File: config.mk
export PLATFORM = sky130hd
export DESIGN_NAME = mem_access_ctrl
export DESIGN_NICKNAME = d
export VERILOG_FILES = /design/src/rtl/mem_access_ctrl.sv
export SDC_FILE = /design/constraint.sdc
export NUM_CORES = 1
export LEC_CHECK = 0
export BUFFER_PORTS_ARGS = -buffer_cell sky130_fd_sc_hd__buf_2
export CAP_MARGIN = 10
export CORE_MARGIN = 2
export CORE_UTILIZATION = 55
export CTS_CLUSTER_SIZE = 12
export DETAILED_ROUTE_END_ITERATION = 8
export PLACE_DENSITY = 0.9
export SLEW_MARGIN = 5
export SYNTH_ARGS = -nofsm -noshare
export SYNTH_HDL_FRONTEND = slang
export SYNTH_SLANG_ARGS = --single-unit
File: constraint.sdc
create_clock -name clk -period 4 [get_ports clk]
set_input_delay 0.8 -clock clk [delete_from_list [all_inputs] [get_ports clk]]
set_output_delay 0.8 -clock clk [all_outputs]
set_load 0.05 [all_outputs]
File: src/rtl/mem_access_ctrl.sv
// MAR/MDR memory-path sequencer for the LC-3b core, arbitrating instruction fetch against
// data/TRAP accesses and producing Moore-decoded datapath strobes and completion acks.
module mem_access_ctrl #(
    parameter int MAX_WAIT = 16,
    parameter bit FAIR     = 1'b1
) (
    input  logic clk,
    input  logic rst_n,
    input  logic req_f,
    input  logic req_d,
    input  logic req_d_we,
    input  logic req_d_byte,
    input  logic req_d_trap,
    input  logic mem_r,
    output logic ld_mar,
    output logic mar_sel,
    output logic gate_pc,
    output logic mem_en,
    output logic mem_we,
    output logic mem_byte,
    output logic ld_mdr,
    output logic ack_f,
    output logic ack_d,
    output logic err
);

    typedef enum logic [2:0] {StIdle, StLdMar, StAccess, StLdMdr, StDone} state_e;
    typedef enum logic [1:0] {OwnNone, OwnFetch, OwnData} owner_e;

    // Counter only needs to reach MAX_WAIT-1 before the timeout decision is taken.
    localparam int unsigned CntW = (MAX_WAIT > 1) ? $clog2(MAX_WAIT) : 1;
    localparam logic [CntW-1:0] WaitLast = CntW'(MAX_WAIT - 1);

    state_e          state_q, state_d;
    owner_e          owner_q, owner_d;
    logic            we_q, we_d;
    logic            byte_q, byte_d;
    logic            trap_q, trap_d;
    logic            last_data_q, last_data_d;
    logic            tmo_q, tmo_d;
    logic [CntW-1:0] cnt_q, cnt_d;
    logic            grant_data;

    always_ff @(posedge clk or negedge rst_n) begin
        if (!rst_n) begin
            state_q     <= StIdle;
            owner_q     <= OwnNone;
            we_q        <= 1'b0;
            byte_q      <= 1'b0;
            trap_q      <= 1'b0;
            last_data_q <= 1'b1;
            tmo_q       <= 1'b0;
            cnt_q       <= '0;
        end else begin
            state_q     <= state_d;
            owner_q     <= owner_d;
            we_q        <= we_d;
            byte_q      <= byte_d;
            trap_q      <= trap_d;
            last_data_q <= last_data_d;
            tmo_q       <= tmo_d;
            cnt_q       <= cnt_d;
        end
    end

    always_comb begin
        state_d     = state_q;
        owner_d     = owner_q;
        we_d        = we_q;
        byte_d      = byte_q;
        trap_d      = trap_q;
        last_data_d = last_data_q;
        tmo_d       = tmo_q;
        cnt_d       = cnt_q;
        grant_data  = 1'b0;
        case (state_q)
            StIdle: begin
                if (req_f || req_d) begin
                    // Contention: round-robin against the last grant, or data priority.
                    grant_data = req_d && (!req_f || !FAIR || !last_data_q);
                    owner_d    = grant_data ? OwnData : OwnFetch;
                    we_d       = grant_data && req_d_we;
                    byte_d     = grant_data && req_d_byte;
                    trap_d     = grant_data && req_d_trap;
                    tmo_d      = 1'b0;
                    state_d    = StLdMar;
                end
            end
            StLdMar: begin
                cnt_d   = '0;
                state_d = StAccess;
            end
            StAccess: begin
                if (mem_r) begin
                    state_d = (we_q && !trap_q) ? StDone : StLdMdr;
                end else if (MAX_WAIT > 0 && cnt_q == WaitLast) begin
                    tmo_d   = 1'b1;
                    state_d = StDone;
                end else begin
                    cnt_d = cnt_q + 1'b1;
                end
            end
            StLdMdr: begin
                state_d = StDone;
            end
            StDone: begin
                last_data_d = (owner_q == OwnData);
                owner_d     = OwnNone;
                state_d     = StIdle;
            end
            default: begin
                state_d = StIdle;
            end
        endcase
    end

    always_comb begin
        ld_mar   = 1'b0;
        mar_sel  = 1'b0;
        gate_pc  = 1'b0;
        mem_en   = 1'b0;
        mem_we   = 1'b0;
        mem_byte = 1'b0;
        ld_mdr   = 1'b0;
        ack_f    = 1'b0;
        ack_d    = 1'b0;
        err      = 1'b0;
        case (state_q)
            StLdMar: begin
                ld_mar  = 1'b1;
                gate_pc = (owner_q == OwnFetch);
                mar_sel = (owner_q == OwnData) && trap_q;
            end
            StAccess: begin
                mem_en   = 1'b1;
                mem_we   = we_q && !trap_q;
                mem_byte = byte_q && !trap_q;
            end
            StLdMdr: begin
                // Byte qualifier stays with the memory cycle while the read data is captured.
                mem_en   = 1'b1;
                mem_byte = byte_q && !trap_q;
                ld_mdr   = 1'b1;
            end
            StDone: begin
                ack_f = (owner_q == OwnFetch);
                ack_d = (owner_q == OwnData);
                err   = tmo_q;
            end
            default: begin
            end
        endcase
    end

endmodule
; After elaboration in Yosys (flattened, before gate mapping)
; Cells that the tools add are included.
; Widths: inputs -> output; s select.
[op_classes]
reduce_logical = 22
muxes = 25
eq_ne = 12
addsub = 1
[op_table]
columns = op, n
row1 = $mux 1, 13
row2 = $mux 3, 4
row3 = $pmux 3 s4, 1
row4 = $mux 4, 2
row5 = $ne 2x2->1 const B, 4
row6 = $pmux 4 s2, 1
row7 = $logic_and 1x1->1, 7
row8 = $eq 3x2->1 const B, 2
row9 = $reduce_and 2->1, 3
row10 = $reduce_bool 2->1, 3
row11 = $add 4x1->4 const B, 1
row12 = $eq 4x4->1 const B, 1
row13 = $mux 2, 2
row14 = $pmux 2 s2, 1
row15 = $reduce_and 4->1, 1
row16 = $eq 3x1->1 const B, 1
row17 = $eq 3x3->1 const B, 1
row18 = $logic_not 1->1, 3
row19 = $logic_not 3->1, 1
row20 = $ne 3x3->1 const B, 1
row21 = $reduce_and 3->1, 1
row22 = $eq 2x1->1 const B, 1
row23 = $eq 2x2->1 const B, 1
row24 = $logic_or 1x1->1, 2
row25 = 2 further kinds, 2
[word_totals]
reg_bits = 14

; Logic depth before layout (Yosys ltp)
[logic_depth]
word_depth = 6
depth_mapped = 4
depth_no_buf = 4

; Worst setup path before layout
; Ideal clock, no wire load.
[synth_timing]
kind = register to output
start = reg state_q[0]
end = out mar_sel
arrival_time_ps = 1869
path_stages_with_launch = 4
required_time_ps = 3200
path_slack_ps = 1331
path_cell_list = dfrtp_1 > or3b_1 > buf_6 > nor4b_2
[synth_between]
elab_chain_cells = 2
[synth_rtl]
columns = item, line
row1 = "start, declared", 34  ; state_e state_q, state_d;
row2 = "start signal, assigned", 46  ; state_q <= StIdle;
row3 = "start signal, assigned", 55  ; state_q <= state_d;
row4 = $eq 3x1->1, 128  ; case (state_q)
row5 = $mux 1, 128
row6 = "end, declared", 16  ; output logic mar_sel,
; No other way between the ends.

; Worst setup path after layout
; Same ends and word-level chain as after synthesis.

==> metrics.txt <==
row count=13; clock sink count=14; routed vias=626; Clock Skew=0.00259 ns; area of the mapped netlist=783 µm²; IO Pins=18; Most used DFF post-synth=dfrtp_1; cts repair resizes=0; Power Dens Cells=736 mW/mm²; Setup-failing EPs final=0; multiplexer share of the synthesized area=0.0655; top-area cell type share of the netlist area=0.415; top cells by count, synth=dfrtp_1 (13), inv_1 (7), nor2_1 (6); CP max FO=9; DR WL/cell=13.7 µm; CP Launch Type=flip-flop; port buffer count=17; Syn Nets=85; Synth Area in Compound Gates=0.123; CTS tree=built; Synth area leader=dfrtp_1; fraction of registers with async set/reset=1.00; Synth Area in XOR/XNOR=0; number of flops mapped to enable cells by yosys=0; Crit Path Category=reg -> out; via/cell ratio=5.69; run status=finished clean; Crit. End Element=primary output; postcts setup bufs=0; sequential-to-total area share from yosys stat=0.449; die extent in y=41.7 µm; Clk Latency, worst-skew pair=0.27 ns; RSZ-0062 raised after global routing=no; setup TNS=0 ns; Synth area leaders=dfrtp_1 (42%), mux2i_1 (5.1%), nor4b_2 (3.8%), dfstp_2 (3.4%), inv_1 (3.4%); Initial Utilization=0.594; Area Growth Syn to Fin=13.7%; utilization after layout=0.676; Yosys reg bits=14; CTS Buf Count=3; largest family of logic cells by synthesized area=simple AND/OR/NAND/NOR gates; Critical Path AT=1.83 ns; fin nets=105; Distinct cells, synth=32; H-tree depth=1; Setup WS post-layout=1.37 ns; Cells after Synth=76; CP required=3.20 ns; initial antenna violation count=0; Total GRT Usage=0.194; Slew Viols, Final=0; Slew Limit Headroom=0.687; minimum clock period=2.63 ns; layout cells sized above 1=0.295; worst vdd ir=0.000438 V; Post-Place Setup Slack=1.69 ns; Total Wirelength=1.51 mm; maxcap violations=0; ANT nets after route=0; Root Buffer=clkbuf_4; Post-Synth Simple-Gate Area=0.284; clock transition at the registers of the reported paths=0.08 ns; Fill cells=115; pin count of the biggest net entering global routing=15; Highest Clock Rate=0.380 GHz; Synth Area in Adders=0.0160; drt pass-1 iters=4; Post-CTS Hold Fix Bufs=0; cell with the most instances after synthesis=dfrtp_1; Detailed Place HPWL=1.12 mm; grt ovf=0; First DRT Iteration DRCs=15; Yosys Warn Count=0; drt drc=0; CTS Buffer Depth=2; number of global-route vias before repair=578; Worst R2R Path Depth=3; die area=0.00174 mm²; Fin. Hold Viols=0; Ant. Diodes=0; Worst Max-Slew Pin Slew=0.467 ns; average size of a mapped cell=10.3 µm²; core area=0.00132 mm²; worst hold path type=in -> async; die width=41.7 µm; Tcrit/Tclk final=0.658; global-route wire length before repair=2.55 mm; leakage power total=0.456 nW; routability congestion estimate=0.766
-- worst max-delay path, stage by stage (launching register included) --
cell     delay (ns)
dfrtp_1        0.49
or3b_1         0.51
nor4b_2        0.25
buf_2          0.30
-- state kept, by name, summed over array words and instances (netlist names) --
register / flops
owner_q: 2
last_data_q: 1
trap_q: 1
we_q: 1
state_q: 3
cnt_q: 4
byte_q: 1
tmo_q: 1
-- path summary, 6_finish.rpt --
check / startpoint / end / slack [ns]
worst max-delay path: state_q[0] / mar_sel / 1.37
worst min-delay path: rst_n / cnt_q[1] / 0.41
worst max register to register: state_q[0] / cnt_q[3] / 2.49
worst min register to register: cnt_q[0] / cnt_q[0] / 0.52
max in group asynchronous: rst_n / last_data_q / 3.30
min in group clk: cnt_q[0] / cnt_q[0] / 0.52
-- placed cells by master (no fill, tap or decap) --
cell type / count
mux2i_1: 4
nand4_1: 3
and2b_1: 2
a21boi_0: 1
and3_1: 1
clkbuf_4: 3
nor4b_2: 2
clkbuf_1: 1
ha_1: 1
o41ai_1: 1
nand3_1: 3
or3b_1: 2
and2b_4: 1
o21ai_0: 5
nor3b_4: 1
mux2_2: 1
dfrtp_1: 13
a21o_1: 1
and4b_1: 1
o211ai_1: 1
a32o_1: 1
nor2_1: 6
o21a_1: 1
and2_1: 1
dfstp_2: 1
nand2_1: 5
nor3_1: 1
inv_1: 7
o2bb2ai_1: 1
nor3_2: 1
a31o_2: 1
nand2b_1: 3
a21oi_1: 1
buf_2: 17
-- power by group --
group	internal [mW]	leakage [nW]	switching, mW	total, mW
combinational	0.115	0.261	0.204	0.319
sequential	0.199	0.180	0.0565	0.256
clock	0.0386	0.0150	0.0422	0.0808
-- through the flow --
stage          hold slack [ns]  cell area (µm²)  instances  power, mW
2_1_floorplan            0.473              783         76      0.518
3_3_place_gp             0.495              865        106      0.566
3_5_place_dp             0.503              865        106      0.577
4_1_cts                  0.411              891        110      0.660
5_1_grt                  0.421              891        110      0.705
6_report                 0.408              891        110      0.656
-- layer usage --
layer / wire [µm] / track usage / up-vias
li1: - / - / 312
met1: 700 / 0.259 / 298
met2: 732 / 0.306 / 14
met3: 59 / 0.0261 / 2
met4: 12 / 0.0968 / 0
met5: 0 / 0 / -
-- kinds of logic (layout without fill, tap and decap cells) --
family | count (synthesis) | count (layout)
muxes | 5 | 5
adders and majority gates | 1 | 1
AOI/OAI and AO/OA | 14 | 14
and+or+nand+nor | 33 | 33
buffers and inverters | 9 | 28
DFF | 14 | 14
-- layout make-up --
cell class	count	area [µm²]	share of cell area
Clock buffer	4	26.3	0.0295
Inverter	7	26.3	0.0295
Multi-Input combinational cell	53	383	0.430
Sequential cell	14	352	0.395
Timing Repair Buffer	17	85.1	0.0955
Tap cell	15	18.8	0.0211
Power figures use the tool's default switching activity.
